===== src/rtl/loader_pkg.sv =====
// loader_pkg: shared frame-FSM states and constants for the UART instruction loader
package loader_pkg;
  typedef enum logic [2:0] {IDLE, LEN_LO, LEN_HI, DATA, CHECK, DONE, ERROR} loader_state_t;
  localparam logic [7:0] SYNC_BYTE = 8'hA5;
  function automatic logic is_busy(input loader_state_t s);
    return s inside {LEN_LO, LEN_HI, DATA, CHECK};
  endfunction
endpackage


===== src/rtl/uart_rx.sv =====
// uart_rx: 8N1 receiver with 2-flop synchronizer, mid-bit sampling and start-glitch rejection
module uart_rx #(
  parameter int CLKS_PER_BIT = 868
) (
  input  logic       clk,
  input  logic       rst_n,
  input  logic       rx,
  output logic [7:0] byte_out,
  output logic       byte_valid,
  output logic       frame_err
);
  localparam int CW = $clog2(CLKS_PER_BIT);
  typedef enum logic [1:0] {RX_IDLE, RX_START, RX_DATA, RX_STOP} rx_state_t;
  rx_state_t state, state_nx;
  logic [2:0] sync;
  logic [CW-1:0] cnt, cnt_nx;
  logic [2:0] bit_idx, bit_idx_nx;
  logic [7:0] shift, shift_nx;
  logic valid_nx, ferr_nx, rx_s, fall, half, tick;
  // sync[1] is the synchronized line; sync[2] is its previous value for edge detection
  assign rx_s = sync[1];
  assign fall = sync[2] & ~sync[1];
  assign half = cnt == CW'(CLKS_PER_BIT / 2 - 1);
  assign tick = cnt == CW'(CLKS_PER_BIT - 1);
  assign byte_out = shift;
  always_comb begin
    state_nx = state;
    cnt_nx = cnt + 1'b1;
    bit_idx_nx = bit_idx;
    shift_nx = shift;
    valid_nx = 1'b0;
    ferr_nx = 1'b0;
    case (state)
      RX_IDLE: begin
        cnt_nx = '0;
        state_nx = fall ? RX_START : RX_IDLE;
      end
      RX_START: if (half) begin
        cnt_nx = '0;
        bit_idx_nx = '0;
        state_nx = rx_s ? RX_IDLE : RX_DATA;
      end
      RX_DATA: if (tick) begin
        cnt_nx = '0;
        shift_nx = {rx_s, shift[7:1]};
        bit_idx_nx = bit_idx + 1'b1;
        state_nx = bit_idx == 3'd7 ? RX_STOP : RX_DATA;
      end
      RX_STOP: if (tick) begin
        state_nx = RX_IDLE;
        valid_nx = rx_s;
        ferr_nx = ~rx_s;
      end
      default: state_nx = RX_IDLE;
    endcase
  end
  always_ff @(posedge clk or negedge rst_n)
    if (!rst_n) begin
      state <= RX_IDLE;
      sync <= '1;
      cnt <= '0;
      bit_idx <= '0;
      shift <= '0;
      byte_valid <= 1'b0;
      frame_err <= 1'b0;
    end else begin
      state <= state_nx;
      sync <= {sync[1:0], rx};
      cnt <= cnt_nx;
      bit_idx <= bit_idx_nx;
      shift <= shift_nx;
      byte_valid <= valid_nx;
      frame_err <= ferr_nx;
    end
endmodule


===== src/rtl/uart_instr_loader.sv =====
// uart_instr_loader: boot loader that writes a framed UART program image into instruction memory
module uart_instr_loader
  import loader_pkg::*;
#(
  parameter int CLK_FREQ_HZ = 100_000_000,
  parameter int BAUD_RATE   = 115200,
  parameter int MEM_DEPTH   = 256,
  parameter int ADDR_W      = $clog2(MEM_DEPTH)
) (
  input  logic              clk,
  input  logic              rst_n,
  input  logic              rx,
  output logic              wr_en,
  output logic [ADDR_W-1:0] wr_addr,
  output logic [31:0]       wr_instr,
  output logic              core_rst_n,
  output logic              busy,
  output logic              load_done,
  output logic              load_err
);
  localparam int CLKS_PER_BIT = CLK_FREQ_HZ / BAUD_RATE;
  loader_state_t state, state_nx;
  logic [7:0] rx_byte, chk;
  logic byte_valid, frame_err, last_word;
  logic [15:0] len, n_rx;
  logic [ADDR_W:0] word_idx;
  logic [1:0] byte_cnt;
  logic [23:0] word_lo;
  uart_rx #(.CLKS_PER_BIT(CLKS_PER_BIT)) u_rx (
    .clk       (clk),
    .rst_n     (rst_n),
    .rx        (rx),
    .byte_out  (rx_byte),
    .byte_valid(byte_valid),
    .frame_err (frame_err)
  );
  assign n_rx = {rx_byte, len[7:0]};
  assign last_word = 16'(word_idx) == len - 16'd1;
  always_comb begin
    state_nx = state;
    if (frame_err && is_busy(state))
      state_nx = ERROR;
    else if (byte_valid)
      case (state)
        LEN_LO:  state_nx = LEN_HI;
        LEN_HI:  state_nx = n_rx > 16'(MEM_DEPTH) ? ERROR : n_rx == 16'd0 ? CHECK : DATA;
        DATA:    state_nx = byte_cnt == 2'd3 && last_word ? CHECK : DATA;
        CHECK:   state_nx = rx_byte == chk ? DONE : ERROR;
        default: state_nx = rx_byte == SYNC_BYTE ? LEN_LO : state;
      endcase
  end
  // status outputs are registered from the next state so they switch with the FSM, glitch-free
  always_ff @(posedge clk or negedge rst_n)
    if (!rst_n) begin
      state <= IDLE;
      len <= '0;
      word_idx <= '0;
      byte_cnt <= '0;
      word_lo <= '0;
      chk <= '0;
      wr_en <= 1'b0;
      wr_addr <= '0;
      wr_instr <= '0;
      core_rst_n <= 1'b0;
      busy <= 1'b0;
      load_done <= 1'b0;
      load_err <= 1'b0;
    end else begin
      state <= state_nx;
      core_rst_n <= state_nx == DONE;
      load_done <= state_nx == DONE;
      load_err <= state_nx == ERROR;
      busy <= is_busy(state_nx);
      wr_en <= 1'b0;
      if (byte_valid && state == LEN_LO) len[7:0] <= rx_byte;
      if (byte_valid && state == LEN_HI) begin
        len[15:8] <= rx_byte;
        word_idx <= '0;
        byte_cnt <= '0;
        chk <= '0;
      end
      if (byte_valid && state == DATA) begin
        word_lo <= {rx_byte, word_lo[23:8]};
        chk <= chk ^ rx_byte;
        byte_cnt <= byte_cnt + 2'd1;
        if (byte_cnt == 2'd3) begin
          wr_en <= 1'b1;
          wr_addr <= word_idx[ADDR_W-1:0];
          wr_instr <= {rx_byte, word_lo};
          word_idx <= word_idx + 1'b1;
        end
      end
    end
endmodule


===== config.mk =====
export PLATFORM = sky130hd
export DESIGN_NAME = uart_instr_loader
export DESIGN_NICKNAME = d
export VERILOG_FILES = /design/src/rtl/loader_pkg.sv /design/src/rtl/uart_rx.sv /design/src/rtl/uart_instr_loader.sv
export SDC_FILE = /design/constraint.sdc
export NUM_CORES = 1
export LEC_CHECK = 0
export CORE_ASPECT_RATIO = 1.1
export CORE_MARGIN = 5
export CORE_UTILIZATION = 41
export CTS_CLUSTER_DIAMETER = 200
export DETAILED_ROUTE_END_ITERATION = 16
export SLEW_MARGIN = 10
export SYNTH_ARGS = -nofsm -noshare
export SYNTH_HDL_FRONTEND = slang
export SYNTH_HIERARCHICAL = 1
export SYNTH_SLANG_ARGS = --single-unit

===== constraint.sdc =====
create_clock -name clk -period 2.8 [get_ports clk]
set_input_delay 0.56 -clock clk [delete_from_list [all_inputs] [get_ports clk]]
set_output_delay 0.56 -clock clk [all_outputs]
set_load 0.1 [all_outputs]

* After elaboration in Yosys (flattened, before gate mapping) *
Cells that the tools add are included.

cells by class
  divide/modulo/power cells = 0
  reduce and logical (&&, ||, !) cells = 15
  muxes and demuxes = 34
  shifts and indexed selects = 0
  equal/unequal tests = 23
  bitwise gates (word level) = 3
  magnitude comparators = 1
  add/sub/neg operators = 5
  multiply operators = 0

operators by type and width
  kind                     number
  $pmux W10 S3             1
  $mux W9                  3
  $mux W3                  8
  $mux W10                 2
  $eq A9 B16 Y1            1
  $gt A16 B9 Y1 const B    1
  $logic_not A16 Y1        1
  $mux W8                  2
  $sub A16 B1 Y16 const B  1
  $eq A3 B3 Y1 const B     5
  $mux W2                  7
  $eq A3 B2 Y1 const B     4
  $pmux W3 S4              1
  $add A10 B1 Y10 const B  1
  $eq A10 B10 Y1 const B   1
  $eq A10 B9 Y1 const B    1
  $add A9 B1 Y9 const B    1
  $eq A8 B8 Y1             1
  $eq A8 B8 Y1 const B     1
  $mux W1                  8
  $pmux W2 S4              1
  $reduce_bool A4 Y1       2
  $xor A8 B8 Y8            1
  $eq A2 B2 Y1 const B     3
  13 further kinds         23

word-level totals
  output and inout port bits = 45
  flip-flop bits (word level) = 134
  latch bits = 0
  memories kept = 0
  bits in read-only memories = 0
  bits of input ports = 3
  memory bits (writable) = 0

* Logic depth before layout (Yosys ltp) *
Gate-level depths: netlist (run 1).

  depth after elaboration = 9
  mapped depth = 11

* Cells and area by module *
The synthesis (run 1) kept the hierarchy.

by module, submodules not included
  module             cells an instance  sequential area each (um^2)  times used  area each (um^2)
  uart_instr_loader  546                2652.5                       1           4953.5
  uart_rx            107                704.4                        1           1278.7

* Worst setup path before layout (run 1) *
OpenSTA, ideal clock, no wires.

  path type = flip-flop to flip-flop
  from = register len[4]
  to = register busy
  data arrival time = 2559 ps
  path buffers = 2
  setup time = 123 ps
  setup slack = 119 ps
  cell stages (with the launch flop) = 11
  cells stage by stage = dfrtp_1 buf_6 or4_1 buf_2 or3_4 or3_1 and4b_1 a41oi_2 o22a_2 nor2_2 xnor2_1

on the way
  word-level cells in the longest chain between the ends = 9

ends and longest elaborated chain
  what                                        line                     source
  from (decl)                                 uart_instr_loader.sv:25  logic [15:0] len, n_rx;
  from (signal assigned)                      uart_instr_loader.sv:75  if (byte_valid && state == LEN_LO) len[7:0] <= rx_byte;
  $sub A16 B1 Y16                             uart_instr_loader.sv:38  assign last_word = 16'(word_idx) == len - 16'd1;
  $eq A9 B16 Y1                               uart_instr_loader.sv:38
  $logic_and A1 B1 Y1                         uart_instr_loader.sv:47  DATA: state_nx = byte_cnt == 2'd3 && last_word ? CHECK : DATA;
  $mux W3                                     uart_instr_loader.sv:47
  $pmux W3 S4 (*)                             uart_instr_loader.sv:44  case (state)
  $mux W3 (*)                                 uart_instr_loader.sv:43  else if (byte_valid)
  $mux W3 (*)                                 uart_instr_loader.sv:41  if (frame_err && is_busy(state))
  $eq A3 B1 Y1, or another cell as far along  loader_pkg.sv:6          return s inside {LEN_LO, LEN_HI, DATA, CHECK};
  $reduce_bool A4 Y1 (*)                      loader_pkg.sv:6
  to (signal assigned)                        uart_instr_loader.sv:73  busy <= is_busy(state_nx);
  to (decl)                                   uart_instr_loader.sv:17  output logic busy,

Every way passes the cells marked *; elsewhere a longest branch is shown, timed or not.
A chain may end at the register's enable or synchronous reset.

* Worst setup path after layout (run 1) *
  from = register len[0]
  to = register busy

Same word-level chain as after synthesis.

==> summary.json, run 1 <==
{
  "status": {"value": "complete, no violations"},
  "power_density": {"value": 582, "unit": "mW/mm²"},
  "ys_seq_area_share": {"value": 53.9, "unit": "%"},
  "grt_use_total": {"value": 16.4, "unit": "%"},
  "drt-pass1-iter-count": {"value": 4},
  "place_area": {"value": 0.00683, "unit": "mm²"},
  "min_period_over_period": {"value": 96.4, "unit": "%"},
  "drive_gt1_share": {"value": 20.4, "unit": "%"},
  "via_count_of_the_first_global_routing_pass": {"value": 4696},
  "unrepaired_setup_endpoints_after_global_routing": {"value": "yes"},
  "cts_tree": {"value": "built"},
  "tightestPinTransition": {"value": 0.571, "unit": "ns"},
  "synth_cell_type_count": {"value": 66},
  "report.final.slew_viol_count": {"value": 0},
  "htree_num_levels": {"value": 4},
  "leakagePower": {"value": 3.90, "unit": "nW"},
  "max_freq": {"value": 0.370, "unit": "GHz"},
  "cp-end-kind": {"value": "flop"},
  "start_util": {"value": 41.6, "unit": "%"},
  "post-synth-top-area-fraction": {"value": 52.6, "unit": "%"},
  "crit-reg2reg-launch": {"value": "len[0]"},
  "dp_cells": {"value": 880},
  "setup_viol_count_final": {"value": 0},
  "setup_tns_final": {"value": 0, "unit": "ns"},
  "detail_route.drc_violations": {"value": 0},
  "die_area": {"value": 0.0178, "unit": "mm²"},
  "globalplace.congestion": {"value": 0.813},
  "timing.max_slew.rel_slack": {"value": 62.0, "unit": "%"},
  "layout.filler_cells": {"value": 1419},
  "vias": {"value": 4705},
  "postCtsSetupRepairBufs": {"value": 0},
  "cp_max_fo": {"value": 6},
  "synth.net_count": {"value": 663},
  "fin_total_pwr": {"value": 4.32, "unit": "mW"},
  "route.final.wire_length": {"value": 13900, "unit": "µm"},
  "routed_via_density": {"value": 5.16},
  "pin_count_of_the_biggest_net_entering_global_routing": {"value": 63},
  "synth-async-reset-ratio": {"value": 100, "unit": "%"},
  "worst_hold_path_type": {"value": "in -> async"},
  "detailedPlace.worstSlack": {"value": 0.0240, "unit": "ns"},
  "wire_per_inst": {"value": 15.2, "unit": "µm"},
  "count_of_clock_tree_sinks": {"value": 134},
  "clock_latency_at_the_later_pin_of_the_worst_skew_pair": {"value": 0.42, "unit": "ns"},
  "synth_top_cell_by_area": {"value": "sky130_fd_sc_hd__dfrtp_1"},
  "area_growth_syn_to_layout": {"value": 19.1, "unit": "%"},
  "cts_root_buf": {"value": "sky130_fd_sc_hd__clkbuf_16"},
  "worst-path-buf-inv": {"value": 0},
  "drt_iter0_drc": {"value": 325},
  "horizontal_extent_of_the_die": {"value": 128, "unit": "µm"},
  "cts_buffers": {"value": 17},
  "critical-path-slowest-cell": {"value": "sky130_fd_sc_hd__or4_4"},
  "multi_input_area": {"value": 0.00271, "unit": "mm²"},
  "global_route_wire_length_before_repair": {"value": 23600, "unit": "µm"},
  "synthTopCellsByArea": {"value": "sky130_fd_sc_hd__dfrtp_1 (53%), sky130_fd_sc_hd__nand2_1 (13%), sky130_fd_sc_hd__mux2_2 (2.5%)"},
  "synth_edf_count": {"value": 0},
  "seqCellArea": {"value": 0.00336, "unit": "mm²"},
  "std_cell_rows": {"value": 47},
  "yosys_warnings": {"value": 6},
  "clkTransAtPathRegs": {"value": 0.06, "unit": "ns"},
  "fp.dieH": {"value": 139, "unit": "µm"},
  "final_antenna_net_count": {"value": 0},
  "buffer_ports.inserted": {"value": 47},
  "antenna-diode-count": {"value": 0},
  "timing.final.crit_period": {"value": 2.70, "unit": "ns"},
  "whs": {"value": 0.0234, "unit": "ns"},
  "dpl.hpwl": {"value": 9570, "unit": "µm"},
  "synthesis.area": {"value": 0.00623, "unit": "mm²"},
  "drv_cap": {"value": 0},
  "avgSynthCellArea": {"value": 9.54, "unit": "µm²"},
  "critical_path.max_stage_delay": {"value": 0.60, "unit": "ns"},
  "final_cell_count_no_fill": {"value": 912},
  "boundaryPins": {"value": 48},
  "placeableCoreArea": {"value": 0.0150, "unit": "mm²"},
  "irDropWorstVdd": {"value": 0.000422, "unit": "V"},
  "nets": {"value": 713},
  "worst_ep_arrival_time": {"value": 3.00, "unit": "ns"},
  "grt_antenna_before_repair": {"value": 0},
  "fin_util": {"value": 49.5, "unit": "%"},
  "synth-seq-cells": {"value": 134},
  "crit_path_cell_trace": {"value": "or4_4, or3_4, or3_1, and4b_1, a41oi_2, o22a_2, nor2_2, xnor2_1"},
  "gate_count_after_technology_mapping": {"value": 653},
  "worstSetupPathType": {"value": "reg -> reg"},
  "crit_family": {"value": "simple AND/OR/NAND/NOR gates"},
  "global_route.overflow_total": {"value": 0},
  "final_setup_slack_of_the_worst_path": {"value": 0.100, "unit": "ns"},
  "cp-startpoint": {"value": "len[0]"},
  "start_kind": {"value": "flop"},
  "hold_viol_final": {"value": 0},
  "finalInstanceArea": {"value": 0.00742, "unit": "mm²"},
  "max_clock_skew": {"value": 0.00853, "unit": "ns"},
  "critical_path_required": {"value": 3.10, "unit": "ns"},
  "postSynth.topFlopCell": {"value": "sky130_fd_sc_hd__dfrtp_1"},
  "clk_path_buf_depth": {"value": 2}
}
final timing paths:
path,endpoint,slack (ns),cells after the start
min in group clk,u_rx/sync[1],0.36,0
max reg2reg,busy,0.1,8
min,wr_addr[2],0.02,1
max,busy,0.1,8
max in group asynchronous,u_rx/sync[0],1.95,2
min reg2reg,u_rx/sync[1],0.36,0
synth_stat cells, types with 2 or more instances:
master,n
sky130_fd_sc_hd__buf_2,4
sky130_fd_sc_hd__a31o_2,2
sky130_fd_sc_hd__mux2_2,14
sky130_fd_sc_hd__dfrtp_1,131
sky130_fd_sc_hd__a211o_1,3
sky130_fd_sc_hd__o21ai_0,29
sky130_fd_sc_hd__nor3b_1,7
sky130_fd_sc_hd__and3_1,3
sky130_fd_sc_hd__xnor2_1,12
sky130_fd_sc_hd__dfstp_2,3
sky130_fd_sc_hd__nor3_1,4
sky130_fd_sc_hd__or2_2,2
sky130_fd_sc_hd__clkbuf_1,25
sky130_fd_sc_hd__mux2i_1,2
sky130_fd_sc_hd__ha_1,7
sky130_fd_sc_hd__o211ai_1,5
sky130_fd_sc_hd__nand2_1,224
sky130_fd_sc_hd__and3_2,2
sky130_fd_sc_hd__nand2b_1,4
sky130_fd_sc_hd__nand3_1,22
sky130_fd_sc_hd__nand3b_1,4
sky130_fd_sc_hd__nor2b_1,10
sky130_fd_sc_hd__o31ai_1,3
sky130_fd_sc_hd__nor2_1,26
sky130_fd_sc_hd__or3_1,5
sky130_fd_sc_hd__a21oi_1,6
sky130_fd_sc_hd__a31oi_1,3
sky130_fd_sc_hd__xor2_1,15
sky130_fd_sc_hd__buf_1,2
sky130_fd_sc_hd__o311ai_0,2
sky130_fd_sc_hd__or4_1,5
sky130_fd_sc_hd__buf_6,2
sky130_fd_sc_hd__nand4b_1,2
sky130_fd_sc_hd__a211oi_1,2
sky130_fd_sc_hd__inv_1,13
sky130_fd_sc_hd__nand4_1,7
sky130_fd_sc_hd__nor2_2,2
sky130_fd_sc_hd__mux2_4,7
sky130_fd_sc_hd__nor4_1,4
sky130_fd_sc_hd__a22o_1,2
layout make-up:
class,instances,area share [%]
Timing Repair Buffer,65,6.83
Sequential cell,134,45.2
Inverter,13,0.657
Clock inverter,15,1.75
Multi-Input combinational cell,472,36.5
Clock buffer,17,5.73
Tap cell,196,3.30
logic make-up (layout without fill, tap and decap cells):
family                     Yosys count  count (layout)  synth area share (%)
AOI/OAI and AO/OA                   68              68                  7.37
xor gates and xnor gates            27              27                  3.79
adders and majority gates            7               7                  1.41
buffers and inverters               47             110                  3.21
DFF                                134             134                  53.9
muxes                               23              23                  4.54
and+or+nand+nor                    347             347                  25.8
registers in the layout (all words and copies together) (netlist names), named ones only:
signal	count
load_done	1
load_err	1
busy	1
u_rx/sync	3
u_rx/byte_valid	1
len	16
u_rx/state	1
wr_instr	32
chk	8
u_rx/bit_idx	3
u_rx/frame_err	1
wr_addr	8
word_lo	24
byte_cnt	2
word_idx	9
u_rx/byte_out	8
state	3
u_rx/cnt	10
wr_en	1
report_power, final:
part / switching (mW) / total (mW) / internal, mW
Sequential: 0.0696 / 2.06 / 1.99
Combinational: 0.0958 / 0.167 / 0.0713
Clock: 0.930 / 2.10 / 1.17
Total: 1.10 / 4.32 / 3.23
cell usage in the layout (no fill, tap or decap), types with 3 or more instances in the layout:
cell type	count
sky130_fd_sc_hd__a21oi_1	6
sky130_fd_sc_hd__ha_1	6
sky130_fd_sc_hd__buf_4	62
sky130_fd_sc_hd__nand3b_1	4
sky130_fd_sc_hd__inv_6	7
sky130_fd_sc_hd__nor3b_1	7
sky130_fd_sc_hd__inv_1	13
sky130_fd_sc_hd__nand4_1	7
sky130_fd_sc_hd__or4_1	4
sky130_fd_sc_hd__a31oi_1	3
sky130_fd_sc_hd__and3_1	3
sky130_fd_sc_hd__o211ai_1	5
sky130_fd_sc_hd__mux2_4	7
sky130_fd_sc_hd__mux2_2	14
sky130_fd_sc_hd__xor2_1	15
sky130_fd_sc_hd__nand2_1	224
sky130_fd_sc_hd__a211o_1	3
sky130_fd_sc_hd__nor3_1	4
sky130_fd_sc_hd__dfrtp_1	131
sky130_fd_sc_hd__o21ai_0	29
sky130_fd_sc_hd__nor4_1	4
sky130_fd_sc_hd__nand2b_1	4
sky130_fd_sc_hd__or3_1	5
sky130_fd_sc_hd__nor2_1	26
sky130_fd_sc_hd__clkinvlp_4	4
sky130_fd_sc_hd__xnor2_1	12
sky130_fd_sc_hd__nand3_1	22
sky130_fd_sc_hd__clkbuf_16	17
sky130_fd_sc_hd__dfstp_2	3
sky130_fd_sc_hd__nor2b_1	10
sky130_fd_sc_hd__inv_8	3
layer usage:
layer	share of wire [%]	wire, µm	track usage [%]	vias up
li1	-	-	-	2294
met1	47	6480	21.9	2304
met2	47	6590	25.8	91
met3	4.7	650	3.91	16
met4	1.3	180	6.21	0
met5	0	0	0	-
worst reg2reg max path, cell delays in order (launching register included):
cell and delay [ns]:
sky130_fd_sc_hd__dfrtp_1 0.43, sky130_fd_sc_hd__or4_4 0.60, sky130_fd_sc_hd__or3_4 0.40, sky130_fd_sc_hd__or3_1 0.38, sky130_fd_sc_hd__and4b_1 0.23, sky130_fd_sc_hd__a41oi_2 0.16, sky130_fd_sc_hd__o22a_2 0.20, sky130_fd_sc_hd__nor2_2 0.05
sky130_fd_sc_hd__xnor2_1 0.14
timing repair:
action | 4_1_cts | 5_1_grt
setup endpoints to repair | 0 | 3
hold endpoints to repair | 0 | 0
hold buffers | 0 | 0
resized for setup | 0 | 7
Power figures use the tool's default switching activity.
==> run 2, diff against run 1 <==
Settings changed: SKIP_CTS_REPAIR_TIMING set to 1.
==> results of run 2 <==
No change in the layout: final DEF, timing and power equal those of run 1.
==> run 3, diff against run 2 <==
Settings changed: CORE_ASPECT_RATIO 1.1 to 2.
==> summary.json, run 3 (synthesis gave the netlist of run 1 again) <==
{
  "placeableCoreArea": {"value": 0.0149, "unit": "mm²"},
  "global_route.overflow_total": {"value": 0},
  "count_of_clock_tree_sinks": {"value": 134},
  "cts_tree": {"value": "built"},
  "tightestPinTransition": {"value": 0.551, "unit": "ns"},
  "cp-end-kind": {"value": "flop"},
  "status": {"value": "complete, no violations"},
  "std_cell_rows": {"value": 63},
  "largest_reg_flops": {"value": 32},
  "min_period_over_period": {"value": 95.6, "unit": "%"},
  "drv_cap": {"value": 0},
  "fin_util": {"value": 50.6, "unit": "%"},
  "globalplace.congestion": {"value": 0.880},
  "setup_viol_count_final": {"value": 0},
  "hold_viol_final": {"value": 0},
  "grt_use_total": {"value": 17.7, "unit": "%"},
  "route.final.wire_length": {"value": 15100, "unit": "µm"},
  "buffer_ports.inserted": {"value": 47},
  "power_density": {"value": 614, "unit": "mW/mm²"},
  "clk_path_buf_depth": {"value": 2},
  "start_util": {"value": 41.8, "unit": "%"},
  "cts_buffers": {"value": 17},
  "unrepaired_setup_endpoints_after_global_routing": {"value": "no"},
  "max_freq": {"value": 0.373, "unit": "GHz"},
  "layout.cells.most_common_list": {"value": "sky130_fd_sc_hd__nand2_1 (224), sky130_fd_sc_hd__dfrtp_1 (131), sky130_fd_sc_hd__buf_4 (67)"},
  "final_antenna_net_count": {"value": 0},
  "drive_gt1_share": {"value": 20.7, "unit": "%"},
  "fin_total_pwr": {"value": 4.63, "unit": "mW"},
  "worst_hold_path_type": {"value": "in -> async"},
  "worstSetupPathType": {"value": "reg -> reg"},
  "registers.top_by_ff_count": {"value": "wr_instr"},
  "final_cell_count_no_fill": {"value": 916},
  "cts_root_buf": {"value": "sky130_fd_sc_hd__clkbuf_16"},
  "cp_max_fo": {"value": 8},
  "report.final.slew_viol_count": {"value": 0},
  "critical_path.max_stage_delay": {"value": 0.58, "unit": "ns"},
  "horizontal_extent_of_the_die": {"value": 97.2, "unit": "µm"},
  "global_route_wire_length_before_repair": {"value": 25000, "unit": "µm"},
  "irDropWorstVdd": {"value": 0.000429, "unit": "V"},
  "final_common_cell": {"value": "sky130_fd_sc_hd__nand2_1"},
  "critical_path_required": {"value": 3.10, "unit": "ns"},
  "leakagePower": {"value": 3.96, "unit": "nW"},
  "boundaryPins": {"value": 48},
  "whs": {"value": 0.107, "unit": "ns"},
  "grt_antenna_before_repair": {"value": 0},
  "critical-path-slowest-cell": {"value": "sky130_fd_sc_hd__or4_4"},
  "detail_route.drc_violations": {"value": 0},
  "timing.final.crit_period": {"value": 2.68, "unit": "ns"},
  "clkTransAtPathRegs": {"value": 0.06, "unit": "ns"},
  "nets": {"value": 718},
  "vias": {"value": 4786},
  "clock_latency_at_the_later_pin_of_the_worst_skew_pair": {"value": 0.42, "unit": "ns"},
  "routed_via_density": {"value": 5.22},
  "drt_iter0_drc": {"value": 158},
  "pin_count_of_the_biggest_net_entering_global_routing": {"value": 58},
  "max_clock_skew": {"value": 0.00839, "unit": "ns"},
  "area_growth_syn_to_layout": {"value": 21.0, "unit": "%"},
  "worst_ep_arrival_time": {"value": 2.98, "unit": "ns"},
  "htree_num_levels": {"value": 4},
  "start_kind": {"value": "flop"},
  "setup_tns_final": {"value": 0, "unit": "ns"},
  "via_count_of_the_first_global_routing_pass": {"value": 4894},
  "fp.dieH": {"value": 184, "unit": "µm"},
  "timing.max_slew.rel_slack": {"value": 63.3, "unit": "%"},
  "antenna-diode-count": {"value": 0},
  "reg.largest.list": {"value": "wr_instr: 32 flops, word_lo: 24 flops, len: 16 flops"},
  "die_area": {"value": 0.0179, "unit": "mm²"},
  "wire_per_inst": {"value": 16.5, "unit": "µm"},
  "dpl.hpwl": {"value": 10500, "unit": "µm"},
  "drt-pass1-iter-count": {"value": 4},
  "crit_path_cell_trace": {"value": "or4_4, or3_4, or3_1, and4b_1, a41oi_2, o22a_2, nor2_2, xnor2_1"},
  "dp_cells": {"value": 884}
}
==> run 3: area by class of cell <==
type                       count  area, µm²
multi-input combinational    472       2710
inverter                      13       48.8
clock buffer                  21        460
clock inverter                11        174
fill                        1368       7360
sequential                   134       3360
timing repair buffer          70        544
tap                          195        244
==> run 3: path summary, 6_finish.rpt <==
| path | start | endpoint | slack [ns] | cells after the start |
|---|---|---|---|---|
| setup / recovery | len[1] | busy | 0.12 | 8 |
| hold / removal | rst_n | u_rx/cnt[2] | 0.11 | 1 |
| setup reg to reg | len[1] | busy | 0.12 | 8 |
| hold reg to reg | u_rx/sync[0] | u_rx/sync[1] | 0.36 | 0 |
| max in group asynchronous | rst_n | u_rx/sync[2] | 1.95 | 2 |
| min in group clk | u_rx/sync[0] | u_rx/sync[1] | 0.36 | 0 |
==> run 3: power by group <==
group	internal, mW	total, mW	leakage [nW]	switching, mW
Combinational	0.0721	0.177	1.81	0.105
Clock	1.54	2.39	0.300	0.847
Sequential	1.99	2.06	1.84	0.0714
Total	3.60	4.63	3.96	1.02
==> run 3: per-stage QoR <==
stage | setup slack [ns] | instance area (µm²)
floorplan | 0.119 | 6230
global placement | 0.0882 | 6870
detailed placement | -0.00868 | 6870
CTS | -0.0459 | 7500
global route | 0.0120 | 7540
finish | 0.122 | 7540
==> run 3: worst max-delay path, delay by kind of cell (launching register included) <==
family,cells,cell delay [ns]
flops,1,0.41
xor+xnor,1,0.13
compound gates,2,0.35
simple gates,5,1.67
==> run 3: routing by layer <==
metal	vias up	share of wire, %	global-route usage [%]
met5	-	0	0
met2	95	54	32.8
met1	2359	38	18.4
li1	2293	-	-
met3	39	3.0	3.45
met4	0	4.7	10.6
